`config.mk`:
```
export PLATFORM = sky130hd
export DESIGN_NAME = cfg_bus_arbiter
export DESIGN_NICKNAME = d
export VERILOG_FILES = /design/src/rtl/cfg_bus_arbiter.sv
export SDC_FILE = /design/constraint.sdc
export NUM_CORES = 1
export LEC_CHECK = 0
export CAP_MARGIN = 30
export CORE_ASPECT_RATIO = 1.5
export CORE_MARGIN = 1.5
export CORE_UTILIZATION = 41
export CTS_CLUSTER_SIZE = 12
export DETAILED_ROUTE_END_ITERATION = 8
export PLACE_DENSITY = 0.85
export SKIP_CTS_REPAIR_TIMING = 1
export SLEW_MARGIN = 20
export SYNTH_ARGS = -nofsm -noshare
export SYNTH_HDL_FRONTEND = slang
export SYNTH_SLANG_ARGS = --single-unit
```
`constraint.sdc`:
```
create_clock -name clk -period 4.5 [get_ports clk]
set_input_delay 1.35 -clock clk [delete_from_list [all_inputs] [get_ports clk]]
set_output_delay 1.35 -clock clk [all_outputs]
set_load 0.05 [all_outputs]
```
`src/rtl/cfg_bus_arbiter.sv`:
```
// Round-robin arbiter sharing one config register port among PORTS requesters, one transaction in flight.
// Write: strobe 1 cycle after grant, ack 1 later; read: ack 1 cycle after m_rvalid or RD_TIMEOUT error; requesters wait on s_ack.
module cfg_bus_arbiter #(
    parameter int PORTS      = 2,
    parameter int ADDR_WIDTH = 32,
    parameter int DATA_WIDTH = 32,
    parameter int RD_TIMEOUT = 16
) (
    input  logic                          clk,
    input  logic                          rst,
    input  logic [PORTS-1:0]              s_req,
    input  logic [PORTS-1:0]              s_we,
    input  logic [PORTS*ADDR_WIDTH-1:0]   s_addr,
    input  logic [PORTS*DATA_WIDTH-1:0]   s_wdata,
    output logic [PORTS-1:0]              s_ack,
    output logic                          s_err,
    output logic [DATA_WIDTH-1:0]         s_rdata,
    output logic                          m_wr,
    output logic                          m_rd,
    output logic [ADDR_WIDTH-1:0]         m_addr,
    output logic [DATA_WIDTH-1:0]         m_wdata,
    input  logic [DATA_WIDTH-1:0]         m_rdata,
    input  logic                          m_rvalid
);

    localparam int GW = (PORTS > 1) ? $clog2(PORTS) : 1;
    localparam int CW = (RD_TIMEOUT > 1) ? $clog2(RD_TIMEOUT) : 1;

    typedef enum logic [1:0] {IDLE, ISSUE, WAIT, RESP} state_t;

    state_t                  state;
    logic [GW-1:0]           last_grant;
    logic [GW-1:0]           grant;
    logic                    we_q;
    logic [CW-1:0]           cnt;

    logic                    found;
    logic [GW-1:0]           pick;
    logic [GW-1:0]           cand;
    logic                    sel_we;
    logic [ADDR_WIDTH-1:0]   sel_addr;
    logic [DATA_WIDTH-1:0]   sel_wdata;

    // Scan starts one past the previous winner so every requester gets a turn.
    always_comb begin
        found = 1'b0;
        pick  = last_grant;
        cand  = '0;
        for (int i = 1; i <= PORTS; i++) begin
            cand = GW'((int'(last_grant) + i) % PORTS);
            if (!found && s_req[cand]) begin
                found = 1'b1;
                pick  = cand;
            end
        end
    end

    always_comb begin
        sel_we    = 1'b0;
        sel_addr  = '0;
        sel_wdata = '0;
        for (int i = 0; i < PORTS; i++) begin
            if (pick == GW'(i)) begin
                sel_we    = s_we[i];
                sel_addr  = s_addr[i*ADDR_WIDTH +: ADDR_WIDTH];
                sel_wdata = s_wdata[i*DATA_WIDTH +: DATA_WIDTH];
            end
        end
    end

    always_ff @(posedge clk) begin
        if (rst) begin
            state      <= IDLE;
            last_grant <= GW'(PORTS - 1);
            grant      <= '0;
            we_q       <= 1'b0;
            cnt        <= '0;
            s_ack      <= '0;
            s_err      <= 1'b0;
            s_rdata    <= '0;
            m_wr       <= 1'b0;
            m_rd       <= 1'b0;
            m_addr     <= '0;
            m_wdata    <= '0;
        end else begin
            m_wr  <= 1'b0;
            m_rd  <= 1'b0;
            s_ack <= '0;
            case (state)
                IDLE: begin
                    // Strobes are registered here so they are high during ISSUE.
                    if (found) begin
                        grant      <= pick;
                        last_grant <= pick;
                        we_q       <= sel_we;
                        m_addr     <= sel_addr;
                        if (sel_we) begin
                            m_wr    <= 1'b1;
                            m_wdata <= sel_wdata;
                        end else begin
                            m_rd    <= 1'b1;
                        end
                        state <= ISSUE;
                    end
                end
                ISSUE: begin
                    cnt <= '0;
                    if (we_q) begin
                        s_ack[grant] <= 1'b1;
                        s_err        <= 1'b0;
                        state        <= RESP;
                    end else begin
                        state <= WAIT;
                    end
                end
                WAIT: begin
                    if (m_rvalid) begin
                        s_ack[grant] <= 1'b1;
                        s_rdata      <= m_rdata;
                        s_err        <= 1'b0;
                        state        <= RESP;
                    end else if (cnt == CW'(RD_TIMEOUT - 2)) begin
                        s_ack[grant] <= 1'b1;
                        s_rdata      <= '0;
                        s_err        <= 1'b1;
                        state        <= RESP;
                    end else begin
                        cnt <= cnt + 1'b1;
                    end
                end
                RESP: begin
                    state <= IDLE;
                end
                default: state <= IDLE;
            endcase
        end
    end

endmodule

```
==> load_flow_metrics.sql <==
INSERT INTO impl_metrics (metric_group, metric, value, unit) VALUES
('drt', 'drt_first_pass_iters', '4', ''),
('power_and_ir_drop', 'power_leakage', '2.90', 'nW'),
('drt', 'remaining_drc_errors', '0', ''),
('logic_synthesis', 'ys_seq_area_share', '47.9', '%'),
('critical_path', 'worstSetupStartpointType', 'input pin', ''),
('final_layout', 'final_design_area_no_fill', '0.00764', 'mm²'),
('timing', 'clock_skew', '0.00969', 'ns'),
('timing', 'aggregate_negative_setup_slack', '0', 'ns'),
('critical_path', 'timing.critical_path.to', 'm_wdata[7]', ''),
('timing', 'layout_setup_ws', '1.57', 'ns'),
('final_layout', 'regArea', '0.00220', 'mm²'),
('drt', 'drt-initial-drc-count', '149', ''),
('grt', 'grt-ovfl-total', '0', ''),
('drt', 'routedWlPerCell', '17.0', 'µm'),
('timing', 'relSlewSlack', '60.1', '%'),
('logic_synthesis', 'syn_nets', '618', ''),
('drt', 'ant_nets', '0', ''),
('timing', 'finalWorstPathRequiredPeriod', '2.93', 'ns'),
('timing', 'max_slew.worst_pin.slew', '0.598', 'ns'),
('critical_path', 'timing.reg2reg.setup_slack', '2.11', 'ns'),
('timing', 'fin_crit_sh', '65.2', '%'),
('final_layout', 'final_net_count', '865', ''),
('floorplan', 'initial_core_util', '41.8', '%'),
('final_layout', 'area_delta_synth_final', '66.1', '%'),
('clocking', 'clock-sinks', '110', ''),
('place', 'gpl.final_weighted_congestion', '0.753', ''),
('floorplan', 'ios', '268', ''),
('logic_synthesis', 'syn_area', '0.00460', 'mm²'),
('drt', 'wirelength', '14.3', 'mm'),
('grt', 'initial_antenna_violation_count', '0', ''),
('critical_path', 'critical_path_peak_fanout', '26', ''),
('power_and_ir_drop', 'peakVddDrop', '331', 'µV'),
('place', 'dp.final_hpwl', '10.9', 'mm'),
('final_layout', 'layout.cells.most_common', 'clkdlybuf4s50_1', ''),
('logic_synthesis', 'netlist_instances', '445', ''),
('critical_path', 'path_cells', 'clkdlybuf4s50_1 > nor2b_1 > o22ai_2 > and2_1 > buf_4 > a211oi_1', ''),
('grt', 'grt_first_pass_wirelength', '22.0', 'mm'),
('critical_path', 'worstReg2RegStart', 'state[0]', ''),
('run_status', 'outcome', 'complete, no violations', ''),
('critical_path', 'critPathRequiredTime', '4.71', 'ns'),
('power_and_ir_drop', 'power.density_cell_area', '611', 'mW/mm²'),
('place', 'port-buffer-count', '267', ''),
('logic_synthesis', 'yosys.cell_types.count', '37', ''),
('critical_path', 'worst_r2r_endpoint', 'm_addr[6]', ''),
('critical_path', 'worst-endpoint-arrival', '3.14', 'ns'),
('min_path', 'holdCritPathClass', 'flop to flop', ''),
('logic_synthesis', 'syn_area_per_cell', '10.3', 'µm²'),
('grt', 'first_global_vias', '4624', ''),
('timing', 'finalSetupViolCount', '0', ''),
('logic_synthesis', 'synth.yosys.warnings', '0', ''),
('final_layout', 'n_fill_cell', '837', ''),
('critical_path', 'cp-startpoint', 's_req[1]', ''),
('clocking', 'path_clk_slew', '0.07', 'ns'),
('floorplan', 'core_region_area', '0.0110', 'mm²'),
('final_layout', 'antenna-diode-count', '0', ''),
('clocking', 'clock_insertion_delay_worst_skew', '0.34', 'ns'),
('timing', 'timing.final.max_slew_violations', '0', ''),
('logic_synthesis', 'ys_ff_latch', '110', ''),
('run', 'cap_violations', '0', ''),
('final_layout', 'post_route_cells_drive_above_1_share', '5.88', '%'),
('drt', 'dr_total_vias', '4482', ''),
('grt', 'grt_util_all_layers', '23.9', '%'),
('clocking', 'numCtsBuffers', '9', ''),
('drt', 'vias_per_cell', '5.31', ''),
('final_layout', 'commonest_cells_after_routing_fill_and_taps_aside', '266 x clkdlybuf4s50_1, 110 x dfxtp_1, 65 x mux2i_1', ''),
('clocking', 'cts_max_path_buffers', '2', ''),
('timing', 'report.final.hold_viol_count', '0', ''),
('clocking', 'cts.root.buffer_cell', 'clkbuf_16', ''),
('final_layout', 'multi_input_comb_area', '0.00218', 'mm²'),
('place', 'detailedPlace.worstSlack', '1.23', 'ns'),
('floorplan', 'die-area', '0.0119', 'mm²');
-- per-layer routing --
| metal | track usage [%] | share of wire (%) | vias to the layer above | wire [µm] |
|---|---|---|---|---|
| met4 | 12.2 | 3.8 | 0 | 548 |
| li1 | - | - | 2154 | - |
| met1 | 23.1 | 35 | 2077 | 4970 |
| met5 | 0 | 0 | - | 0 |
| met3 | 5.68 | 7.7 | 39 | 1110 |
| met2 | 44.7 | 54 | 212 | 7690 |
-- cell type report --
cell class	instances	share of cell area [%]
clock buffer	10	3.00
clock inverter	6	0.900
inverter	4	0.196
multi-input combinational	290	28.5
sequential	110	28.8
tap	147	2.41
timing repair buffer	277	36.2
-- worst min path at each step --
stage                     startpoint        to  slack, ns  depth (start not counted)
after CTS                      grant  s_ack[1]       0.46                          2
after floorplan                grant  s_ack[0]       0.42                          1
after detailed placement       grant  s_ack[1]       0.45                          2
after global routing           grant  s_ack[0]       0.50                          1
after global placement         grant  s_ack[0]       0.44                          1
final                          grant  s_ack[1]       0.47                          2
-- report_power, final --
group / internal, mW / total, mW / leakage, nW / switching, mW
logic: 0.915 / 2.51 / 1.86 / 1.59
registers: 1.23 / 1.37 / 0.903 / 0.144
clock network: 0.436 / 0.794 / 0.143 / 0.358
-- flip-flops by register name, summed over array words and instances, names as in the netlist --
| signal | count |
|---|---|
| m_addr | 32 |
| s_ack | 2 |
| m_rd | 1 |
| s_rdata | 32 |
| we_q | 1 |
| cnt | 4 |
| m_wdata | 32 |
| grant | 1 |
| m_wr | 1 |
| last_grant | 1 |
| s_err | 1 |
| state | 2 |
-- synth_stat cells --
library cell / number / area, µm²
a21boi_0: 1 / 7.51
and3_1: 1 / 6.26
nand3b_1: 1 / 7.51
o21bai_2: 1 / 11.3
nor4b_1: 1 / 8.76
nor3b_1: 1 / 7.51
o21ai_0: 3 / 15.0
nor3_1: 3 / 15.0
nand2b_1: 2 / 12.5
a22o_1: 33 / 289
a211oi_2: 10 / 125
nand2_1: 12 / 45.0
ha_1: 6 / 75.1
buf_8: 4 / 60.1
inv_1: 4 / 15.0
nor2b_1: 3 / 18.8
dfxtp_1: 110 / 2200
mux2_1: 1 / 11.3
clkbuf_1: 20 / 75.1
nand4_1: 1 / 6.26
mux2i_1: 65 / 651
nor2_1: 37 / 139
nand3_1: 1 / 5.00
a21oi_1: 42 / 210
o21ai_1: 1 / 5.00
o31ai_1: 1 / 7.51
buf_2: 12 / 60.1
and2_1: 2 / 12.5
nand4b_1: 1 / 8.76
a31oi_1: 1 / 6.26
buf_4: 2 / 15.0
or3_1: 1 / 6.26
buf_1: 2 / 7.51
o22ai_2: 1 / 12.5
buf_6: 1 / 11.3
a211oi_1: 56 / 420
and4b_1: 1 / 10.0
-- worst max-delay path: cells and delay by family --
family | cells | cell delay, ns
buffers and inverters | 2 | 0.91
AND/OR/NAND/NOR | 2 | 0.57
AO/OA/AOI/OAI | 2 | 0.30
-- cell families (layout without fill, tap and decap cells) --
family          after synthesis  count (layout)  share of synthesized area, %
fa+ha+maj                     6               6                          1.63
simple gates                 68              68                          6.72
compound gates              150             150                          24.1
flops                       110             110                          47.9
buf+inv                      45             297                          5.30
mux                          66              66                          14.4
-- through the flow --
step | hold slack (ns) | power [mW] | util (%) | cells
final | 0.468 | 4.67 | 69.5 | 844
after global routing | 0.495 | 4.91 | 69.5 | 844
after CTS | 0.461 | 4.70 | 69.3 | 843
after detailed placement | 0.448 | 3.90 | 66.6 | 827
after global placement | 0.442 | 3.83 | 66.6 | 827
after floorplan | 0.423 | 3.10 | - | 445
(Power assumes the default switching activity.)
